`src/rtl/scoreboard_pkg.sv`:
```
// Shared types, constants and BCD helpers for the scoreboard display rotator.
package scoreboard_pkg;

  localparam logic [3:0] BCD_BLANK = 4'hF;

  typedef logic [1:0] mode_t;
  localparam mode_t MODE_ROTATE = 2'b00;
  localparam mode_t MODE_HOLD   = 2'b01;
  localparam mode_t MODE_LEADER = 2'b10;

  typedef enum logic {
    ST_SHOW  = 1'b0,
    ST_BLANK = 1'b1
  } state_e;

  // Mode 2'b11 behaves exactly like rotate.
  function automatic mode_t norm_mode(input logic [1:0] m);
    return (m == 2'b11) ? MODE_ROTATE : m;
  endfunction

  // Numeric weight of a digit; invalid BCD counts as zero.
  function automatic logic [3:0] bcd_digit(input logic [3:0] n);
    return (n > 4'd9) ? 4'd0 : n;
  endfunction

  // Display code of a digit; invalid BCD is shown as the blank code.
  function automatic logic [3:0] bcd_disp(input logic [3:0] n);
    return (n > 4'd9) ? BCD_BLANK : n;
  endfunction

  function automatic logic [6:0] bcd_value(input logic [7:0] b);
    return (7'(bcd_digit(b[7:4])) * 7'd10) + 7'(bcd_digit(b[3:0]));
  endfunction

endpackage

```
`src/rtl/scoreboard_display_rotator_leader.sv`:
```
// score_leader_find: combinational arg-max over BCD scores, ties to the
// lowest index, invalid nibbles weighted as zero.
module score_leader_find
  import scoreboard_pkg::*;
#(
  parameter int NUM_PLAYERS = 2,
  parameter int IDX_W       = 1
) (
  input  logic [NUM_PLAYERS*8-1:0] scores_i,
  output logic [IDX_W-1:0]         leader_o
);

  logic [6:0] best_val;
  logic [6:0] cur_val;

  // Strict greater-than keeps the earliest player on ties.
  always_comb begin
    leader_o = '0;
    best_val = bcd_value(scores_i[7:0]);
    cur_val  = '0;
    for (int k = 1; k < NUM_PLAYERS; k++) begin
      cur_val = bcd_value(scores_i[k*8 +: 8]);
      if (cur_val > best_val) begin
        best_val = cur_val;
        leader_o = IDX_W'(k);
      end
    end
  end

endmodule

```
`src/rtl/scoreboard_display_rotator.sv`:
```
// Scoreboard display rotator: drives one tens/ones digit pair from
// NUM_PLAYERS BCD scores in rotate, hold or leader mode.
// Optional build macro LEADING_ZERO_BLANK_EN blanks a leading tens zero.
//
// state    | meaning
// ST_SHOW  | digits show player idx; counter runs the dwell time
// ST_BLANK | digits blanked between players; counter runs the gap time
module scoreboard_display_rotator
  import scoreboard_pkg::*;
#(
  parameter int NUM_PLAYERS = 2,
  parameter int DWELL_MS    = 2000,
  parameter int BLANK_MS    = 200,
  parameter int IDX_W       = (NUM_PLAYERS > 1) ? $clog2(NUM_PLAYERS) : 1
) (
  input  logic                     clk_1khz,
  input  logic                     rst_ni,
  input  logic [NUM_PLAYERS*8-1:0] scores_i,
  input  logic [1:0]               mode_i,
  input  logic [IDX_W-1:0]         sel_i,
  output logic [3:0]               tens_o,
  output logic [3:0]               ones_o,
  output logic [IDX_W-1:0]         player_o,
  output logic                     blank_o
);

  localparam int CNT_TOP = (DWELL_MS > BLANK_MS) ? DWELL_MS : BLANK_MS;
  localparam int CNT_W   = (CNT_TOP > 0) ? $clog2(CNT_TOP + 1) : 1;
  localparam logic [CNT_W-1:0] CNT_MAX  = CNT_W'(CNT_TOP);
  localparam logic [CNT_W-1:0] CNT_ONE  = CNT_W'(1);
  localparam logic [CNT_W-1:0] DWELL_TC = CNT_W'(DWELL_MS);
  localparam logic [CNT_W-1:0] BLANK_TC = CNT_W'(BLANK_MS);
  localparam int NSLOT = 1 << IDX_W;
  localparam logic [IDX_W-1:0] LAST_IDX = IDX_W'(NUM_PLAYERS - 1);

  state_e                   state_q, state_d;
  logic [IDX_W-1:0]         idx_q, idx_d;
  logic [CNT_W-1:0]         cnt_q, cnt_d, cnt_inc;
  logic [NUM_PLAYERS*8-1:0] hist_q;
  mode_t                    mode_q, mode_cur;
  logic [3:0]               tens_q, tens_d, ones_q, ones_d;
  logic [IDX_W-1:0]         player_q, player_d;
  logic                     blank_q, blank_d;

  logic [7:0]       score_a [NSLOT];
  logic [7:0]       disp;
  logic [IDX_W-1:0] show_idx, leader_idx, jump_idx, next_idx;
  logic             show_blank, jump_vld;

  // Pad the score array to a power of two so any index width is in range.
  for (genvar g = 0; g < NSLOT; g++) begin : g_slot
    if (g < NUM_PLAYERS) begin : g_used
      assign score_a[g] = scores_i[g*8 +: 8];
    end else begin : g_pad
      assign score_a[g] = 8'h00;
    end
  end

  score_leader_find #(
    .NUM_PLAYERS (NUM_PLAYERS),
    .IDX_W       (IDX_W)
  ) u_leader (
    .scores_i (scores_i),
    .leader_o (leader_idx)
  );

  // Lowest-index player whose byte moved since the previous cycle.
  always_comb begin
    jump_vld = 1'b0;
    jump_idx = '0;
    for (int k = NUM_PLAYERS - 1; k >= 0; k--) begin
      if (scores_i[k*8 +: 8] != hist_q[k*8 +: 8]) begin
        jump_vld = 1'b1;
        jump_idx = IDX_W'(k);
      end
    end
  end

  // Next state, counter and displayed channel for all three modes.
  always_comb begin
    mode_cur   = norm_mode(mode_i);
    cnt_inc    = (cnt_q == CNT_MAX) ? cnt_q : cnt_q + 1'b1;
    next_idx   = (idx_q >= LAST_IDX) ? '0 : idx_q + 1'b1;
    state_d    = state_q;
    idx_d      = idx_q;
    cnt_d      = cnt_inc;
    show_idx   = idx_q;
    show_blank = 1'b0;
    if (mode_cur == MODE_ROTATE) begin
      if (jump_vld) begin
        state_d = ST_SHOW;
        idx_d   = jump_idx;
        cnt_d   = '0;
      end else if (mode_q != MODE_ROTATE) begin
        // Resume from whoever was on screen; an out-of-range hold
        // selection restarts at player 0.
        state_d = ST_SHOW;
        idx_d   = (player_q > LAST_IDX) ? '0 : player_q;
        cnt_d   = '0;
      end else if (state_q == ST_SHOW) begin
        if (cnt_q >= DWELL_TC) begin
          cnt_d = CNT_ONE;
          if (BLANK_MS > 0) begin
            state_d = ST_BLANK;
          end else begin
            idx_d = next_idx;
          end
        end
      end else if (cnt_q >= BLANK_TC) begin
        state_d = ST_SHOW;
        idx_d   = next_idx;
        cnt_d   = CNT_ONE;
      end
      show_idx   = idx_d;
      show_blank = (state_d == ST_BLANK);
    end else begin
      state_d = ST_SHOW;
      cnt_d   = '0;
      if (mode_cur == MODE_HOLD) begin
        show_idx   = sel_i;
        show_blank = (sel_i > LAST_IDX);
      end else begin
        show_idx = leader_idx;
      end
    end
  end

  // Digit decode of the channel chosen above.
  always_comb begin
    disp   = score_a[show_idx];
    tens_d = bcd_disp(disp[7:4]);
    ones_d = bcd_disp(disp[3:0]);
`ifdef LEADING_ZERO_BLANK_EN
    if (disp[7:4] == 4'd0) begin
      tens_d = BCD_BLANK;
    end
`endif
    if (show_blank) begin
      tens_d = BCD_BLANK;
      ones_d = BCD_BLANK;
    end
    player_d = show_idx;
    blank_d  = show_blank;
  end

  // State, history and registered outputs with synchronous reset.
  always_ff @(posedge clk_1khz) begin
    if (!rst_ni) begin
      state_q  <= ST_SHOW;
      idx_q    <= '0;
      cnt_q    <= '0;
      hist_q   <= scores_i;
      mode_q   <= norm_mode(mode_i);
      tens_q   <= BCD_BLANK;
      ones_q   <= BCD_BLANK;
      player_q <= '0;
      blank_q  <= 1'b1;
    end else begin
      state_q  <= state_d;
      idx_q    <= idx_d;
      cnt_q    <= cnt_d;
      hist_q   <= scores_i;
      mode_q   <= mode_cur;
      tens_q   <= tens_d;
      ones_q   <= ones_d;
      player_q <= player_d;
      blank_q  <= blank_d;
    end
  end

  assign tens_o   = tens_q;
  assign ones_o   = ones_q;
  assign player_o = player_q;
  assign blank_o  = blank_q;

endmodule
```
`config.mk`:
```
export PLATFORM = sky130hd
export DESIGN_NAME = scoreboard_display_rotator
export DESIGN_NICKNAME = d
export VERILOG_FILES = /design/src/rtl/scoreboard_pkg.sv /design/src/rtl/scoreboard_display_rotator_leader.sv /design/src/rtl/scoreboard_display_rotator.sv
export SDC_FILE = /design/constraint.sdc
export NUM_CORES = 1
export LEC_CHECK = 0
export CORE_MARGIN = 5
export CORE_UTILIZATION = 50
export DETAILED_ROUTE_END_ITERATION = 10
export PLACE_DENSITY = 0.76
export SLEW_MARGIN = 15
export SYNTH_ARGS = -nofsm -noshare
export SYNTH_HDL_FRONTEND = slang
export SYNTH_HIERARCHICAL = 1
export SYNTH_SLANG_ARGS = --single-unit
```
`constraint.sdc`:
```
create_clock -name clk_1khz -period 4.4 [get_ports clk_1khz]
set_clock_uncertainty 0.15 [all_clocks]
set_input_delay 0.88 -clock clk_1khz [delete_from_list [all_inputs] [get_ports clk_1khz]]
set_output_delay 0.88 -clock clk_1khz [all_outputs]
set_load 0.01 [all_outputs]
```
==> flow_summary.json, run 1 <==
{
  "synth-simple-area-share": 0.218,
  "fillers": 433,
  "cellPowerDensity_nw_per_um2": 268,
  "final_cell_mix": "41 x dfxtp_1, 39 x buf_4, 28 x xnor2_1, 22 x clkdlybuf4s50_1, 21 x a21oi_1",
  "synthCells": 267,
  "cts_tree": "yes",
  "path_max_fanout": 6,
  "die_area_um2": 6610,
  "ios": 31,
  "p_total_mw": 0.901,
  "finalNetCount": 386,
  "gp_congestion": 0.816,
  "startpoint_type": "input port",
  "track_usage": 0.184,
  "place_ws_ns": -0.810,
  "grt_pass1_vias": 2056,
  "wl_per_cell_um": 13.4,
  "yosysUniqueCellTypes": 46,
  "dp_cells": 397,
  "ant_nets": 0,
  "worst_r2r_path_depth": 5,
  "synth.cell_area_um2": 2540,
  "clkSinkCount": 41,
  "hp-start": "idx_q",
  "rsz0062_at_grt": "true",
  "route.detailed.drc": 0,
  "synth.net_count": 315,
  "seq_area_um2": 821,
  "clkTransAtPathRegs_ns": 0.07,
  "dp_hpwl_um": 4270,
  "port-buffer-count": 30,
  "start_util": 0.507,
  "drv_slew": 0,
  "hold_violations": 0,
  "hold_depth": 2,
  "synthToLayoutAreaGrowth_pct": 32.4,
  "final_common_cell": "dfxtp_1",
  "arrival_ns": 4.44,
  "rows": 26,
  "instances_no_fill": 409,
  "ir_worst_vdd_mv": 0.128,
  "maxCapViolations": 0,
  "status": "completed",
  "dpl_cell_area_um2": 3190,
  "coreArea_um2": 5010,
  "seq_area_frac_synth": 0.323,
  "n_antenna_cell": 0,
  "drt-initial-drc-count": 69,
  "synth_fa_ha_area_frac": 0.145,
  "root_buffer": "clkbuf_8",
  "yosys_warnings": 6,
  "die_width_um": 81.3,
  "ctsLongestPathBuffers": 2,
  "grt_overflow": 0,
  "drt-total-wl_um": 5480,
  "relSlewSlack": 0.612,
  "numCtsBuffers": 5,
  "die_h_um": 81.3,
  "via_count": 2088,
  "min_to": "idx_q",
  "p_leak_nw": 1.40,
  "h-tree-depth": 2,
  "r2r_start": "cnt_q[4]",
  "clk_latency_ns": 0.30,
  "setup_ws_ns": 0.0305,
  "drive_gt1_frac": 0.230,
  "min_period_ns": 4.37,
  "multi_input_area_um2": 1710,
  "whs_ns": 0.379,
  "synth_xor_area_frac": 0.127,
  "vias_per_cell": 5.11,
  "cp-end-kind": "flip-flop",
  "tightest_slew_ns": 0.575,
  "drt_pass1_iterations": 4,
  "hold_path.class": "reg2reg",
  "fmax_ghz": 0.229,
  "regToRegEndpoint": "tens_o[3]",
  "grt_pass1_wl_um": 9430,
  "cp.required_ns": 4.47,
  "grt_start_max_net_pins": 18,
  "crit_type": "in2reg",
  "cts_hold_buffers": 0,
  "synth-compound-area-share": 0.123,
  "synth_top_family_by_area": "simple AND/OR/NAND/NOR gates",
  "fin_area_um2": 3370,
  "period_share": 0.993,
  "rrSetupSlack_ns": 2.04,
  "antenna_found_initial": 0,
  "avgSynthCellArea_um2": 9.52,
  "synth-seq-cells": 41,
  "synthMuxAreaShare": 0.0354,
  "finalSetupViolCount": 0
}
-- logic make-up (layout without fill, tap and decap cells) --
| family | after synthesis | count (layout) |
|---|---|---|
| xor+xnor | 36 | 36 |
| fa+ha+maj | 27 | 27 |
| compound gates | 48 | 48 |
| buf+inv | 16 | 88 |
| simple gates | 90 | 90 |
| mux | 9 | 9 |
| flops | 41 | 41 |
-- cell usage after synthesis, drive strengths merged --
library cell   n  area [um^2]
and2b          3         25.0
o22a           2         17.5
o221ai         2         17.5
or4b           1         13.8
and3           2         13.8
and2           6         38.8
nand2b         1         6.26
o21bai         2         15.0
o311ai         1         8.76
nand3         13         65.1
o22ai          1         20.0
a21o           1         7.51
clkbuf         3         12.5
a211oi         1         20.0
or3            2         12.5
fa             4         80.1
inv           11         41.3
dfxtp         41          821
nor4           2         12.5
xor2           8         77.6
o211ai         2         15.0
ha            23          288
nor3           3         20.0
or2            1         6.26
nor2b          6         37.5
a21oi         21          105
xnor2         28          245
buf            2         22.5
nand4          7         50.1
mux2i          9         90.1
nor3b          4         52.6
a21bo          1         10.0
o21ai         12         60.1
nand2          9         33.8
nor2          16         60.1
nand3b        13         97.6
a21boi         2         15.0
or4            1         7.51
-- worst max-delay path: stages --
cell,delay [ns]
buf_8,0.10
nor3b_4,0.23
ha_4,0.24
ha_4,0.15
fa_2,0.57
nand3_2,0.08
o21ai_2,0.15
xnor2_1,0.14
ha_1,0.28
a21oi_1,0.14
o21ai_1,0.07
o22a_1,0.22
mux2i_1,0.16
nor2_2,0.06
or4_4,0.46
o22ai_4,0.28
mux2i_1,0.22
-- registers in the layout (all words and copies together) (netlist names) --
register and flops:
blank_o 1, cnt_q 11, hist_q 16, idx_q 1
mode_q 2, ones_o 4, player_o 1, state_q 1
tens_o 4
-- layer usage --
layer / track usage / wire (um) / part of all wire / vias up
met5: 0 / 0 / 0 / -
met4: 0.0574 / 79 / 0.014 / 0
met3: 0.0255 / 179 / 0.033 / 9
met2: 0.344 / 2880 / 0.53 / 33
met1: 0.215 / 2340 / 0.43 / 964
li1: - / - / - / 1082
-- power by group --
part,switching [mW],leakage (nW),internal [mW],total (mW)
sequential,0.00742,0.339,0.390,0.397
combinational,0.111,1.01,0.138,0.249
clock,0.127,0.0512,0.127,0.254
total,0.246,1.40,0.655,0.901
-- layout make-up --
class	instances	share of cell area
well taps	70	0.0260
clock buffers	6	0.0245
inverters	11	0.0123
flip-flops and latches	41	0.244
multi-input cells	210	0.508
clock inverters	2	0.00409
repair buffers	69	0.181
-- metrics by stage --
stage / util / setup TNS (ns)
6_report: 0.672 / 0
5_1_grt: 0.672 / -1.84
4_1_cts: 0.668 / -0.0523
3_5_place_dp: 0.637 / -6.91
3_3_place_gp: 0.637 / -6.37
2_1_floorplan: - / -0.274
-- timing repair --
item	CTS	global route
endpoints found under the hold margin	0	0
resized for setup	44	6
pin swaps	20	15
setup endpoints to repair	9	9
cloned	0	0
buffers inserted	4	0
-- worst max path at each step --
stage / start / to / slack [ns] / cells past startpoint
after floorplan: scores_i[5] / ones_o[0] / -0.05 / 16
after global placement: scores_i[6] / tens_o[2] / -0.74 / 18
after detailed placement: scores_i[6] / ones_o[0] / -0.81 / 18
after CTS: scores_i[13] / ones_o[0] / -0.02 / 17
after global routing: scores_i[5] / ones_o[2] / -0.27 / 17
final: scores_i[5] / ones_o[0] / 0.03 / 17
No activity file was read; power rests on OpenSTA's default activity.
==> run 2, diff against run 1 <==
--- a/config.mk
+++ b/config.mk
@@ -9,6 +9,7 @@
 export CORE_UTILIZATION = 50
 export DETAILED_ROUTE_END_ITERATION = 10
 export PLACE_DENSITY = 0.76
+export SETUP_SLACK_MARGIN = 0.2
 export SLEW_MARGIN = 15
 export SYNTH_ARGS = -nofsm -noshare
 export SYNTH_HDL_FRONTEND = slang
==> flow_summary.json, run 2 (synthesized netlist as in run 1, its figures left out) <==
{
  "cp_top_family": "adder cells",
  "hold_violations": 0,
  "die_h_um": 81.3,
  "drt-total-wl_um": 5480,
  "die_area_um2": 6610,
  "rows": 26,
  "cpPeakStageDelay_ns": 0.57,
  "path_cells": "buf_4 > and2b_2 > ha_4 > ha_4 > fa_2 > nand3_2 > o21ai_2 > xnor2_1 > ha_1 > nand4_1 > a21oi_1 > o22a_1 > mux2i_1 > nor2_2 > or4_4 > o22ai_4 > mux2i_1",
  "die_width_um": 81.3,
  "cp-end-kind": "flip-flop",
  "numCtsBuffers": 5,
  "drive_gt1_frac": 0.237,
  "drv_slew": 0,
  "crit_buf_inv": 1,
  "arrival_ns": 4.49,
  "status": "finished, violations left",
  "top_register": "hist_q",
  "relSlewSlack": 0.620,
  "p_leak_nw": 1.42,
  "maxCapViolations": 0,
  "ant_nets": 0,
  "ios": 31,
  "clkTransAtPathRegs_ns": 0.08,
  "largest_register_ff_count": 16,
  "rsz0062_at_grt": "true",
  "instances_no_fill": 412,
  "path_max_fanout": 6,
  "period_share": 1.00,
  "hold_path.class": "reg2reg",
  "port-buffer-count": 30,
  "grt_pass1_wl_um": 9370,
  "fmax_ghz": 0.226,
  "root_buffer": "clkbuf_8",
  "grt_start_max_net_pins": 18,
  "dp_hpwl_um": 4400,
  "cp.required_ns": 4.47,
  "drt_pass1_iterations": 4,
  "final_common_cell": "buf_4",
  "worst_r2r_path_depth": 5,
  "route.detailed.drc": 0,
  "dp_cells": 397,
  "h-tree-depth": 2,
  "final_cell_mix": "43 x buf_4, 41 x dfxtp_1, 28 x xnor2_1, 22 x clkdlybuf4s50_1, 20 x a21oi_1",
  "startpoint_type": "input port",
  "drt-initial-drc-count": 59,
  "finalSetupViolCount": 5,
  "setup-tns-final_ns": -0.0655,
  "gp_congestion": 0.818,
  "coreArea_um2": 5010,
  "ir_worst_vdd_mv": 0.152,
  "cts_tree": "yes",
  "via_count": 2101,
  "clk_latency_ns": 0.30,
  "track_usage": 0.180,
  "grt_overflow": 0,
  "final_util": 0.679,
  "grt_pass1_vias": 2136,
  "top_regs": "hist_q: 16 flops, cnt_q: 11 flops",
  "clkSinkCount": 41,
  "cp.depth": 17,
  "antenna_found_initial": 0,
  "synthToLayoutAreaGrowth_pct": 33.8,
  "crit_path_top_delay_cell": "fa_2",
  "place_ws_ns": -0.863,
  "wl_per_cell_um": 13.3,
  "violations": "setup timing",
  "setup_ws_ns": -0.0179,
  "tightest_slew_ns": 0.569,
  "p_total_mw": 0.950,
  "start_util": 0.507,
  "crit_type": "in2reg",
  "cellPowerDensity_nw_per_um2": 279,
  "vias_per_cell": 5.10,
  "fillers": 435,
  "hold_depth": 2,
  "min_period_ns": 4.42,
  "n_antenna_cell": 0,
  "finalNetCount": 389,
  "ctsLongestPathBuffers": 2
}
[run 2: per-stage QoR]
step                cell area, um^2  hold slack, ns
finish                         3400           0.355
global route                   3400           0.413
CTS                            3360           0.361
detailed placement             3190           0.350
global placement               3190           0.331
floorplan                      2570           0.315
[run 2: repair_timing]
item / CTS / global route
hold buffers: 0 / 0
endpoints found under the setup margin: 9 / 9
gates resized for setup: 42 / 7
setup buffers: 4 / 3
pin swaps: 20 / 15
[run 2: worst paths after layout]
path / from / endpoint / slack, ns
worst max-delay path: scores_i[7] / ones_o[0] / -0.02
worst min-delay path: idx_q / idx_q / 0.36
worst min register to register: idx_q / idx_q / 0.36
worst max register to register: cnt_q[4] / ones_o[3] / 2.08
[run 2: layout make-up]
class	instances	area, um^2	share of cell area
multi-input cells	210	1710	0.503
flip-flops and latches	41	821	0.241
repair buffers	72	628	0.185
well taps	70	87.6	0.0257
clock buffers	5	68.8	0.0202
clock inverters	3	43.8	0.0129
inverters	11	41.3	0.0121
[run 2: worst min-delay path, delay by kind of cell, from the launching register on]
family,cells,cell delay [ns]
AND/OR/NAND/NOR,1,0.07
AO/OA/AOI/OAI,1,0.07
flip-flops,1,0.32
[run 2: layer usage]
| metal | track usage | share of wire | up-vias |
|---|---|---|---|
| met5 | 0 | 0 | - |
| li1 | - | - | 1091 |
| met3 | 0.0266 | 0.030 | 13 |
| met2 | 0.323 | 0.51 | 33 |
| met1 | 0.212 | 0.43 | 964 |
| met4 | 0.0760 | 0.026 | 0 |
[run 2: power breakdown]
part,switching [mW],internal (mW)
Sequential,0.00725,0.390
Clock,0.130,0.170
Combinational,0.112,0.142
Total,0.249,0.701
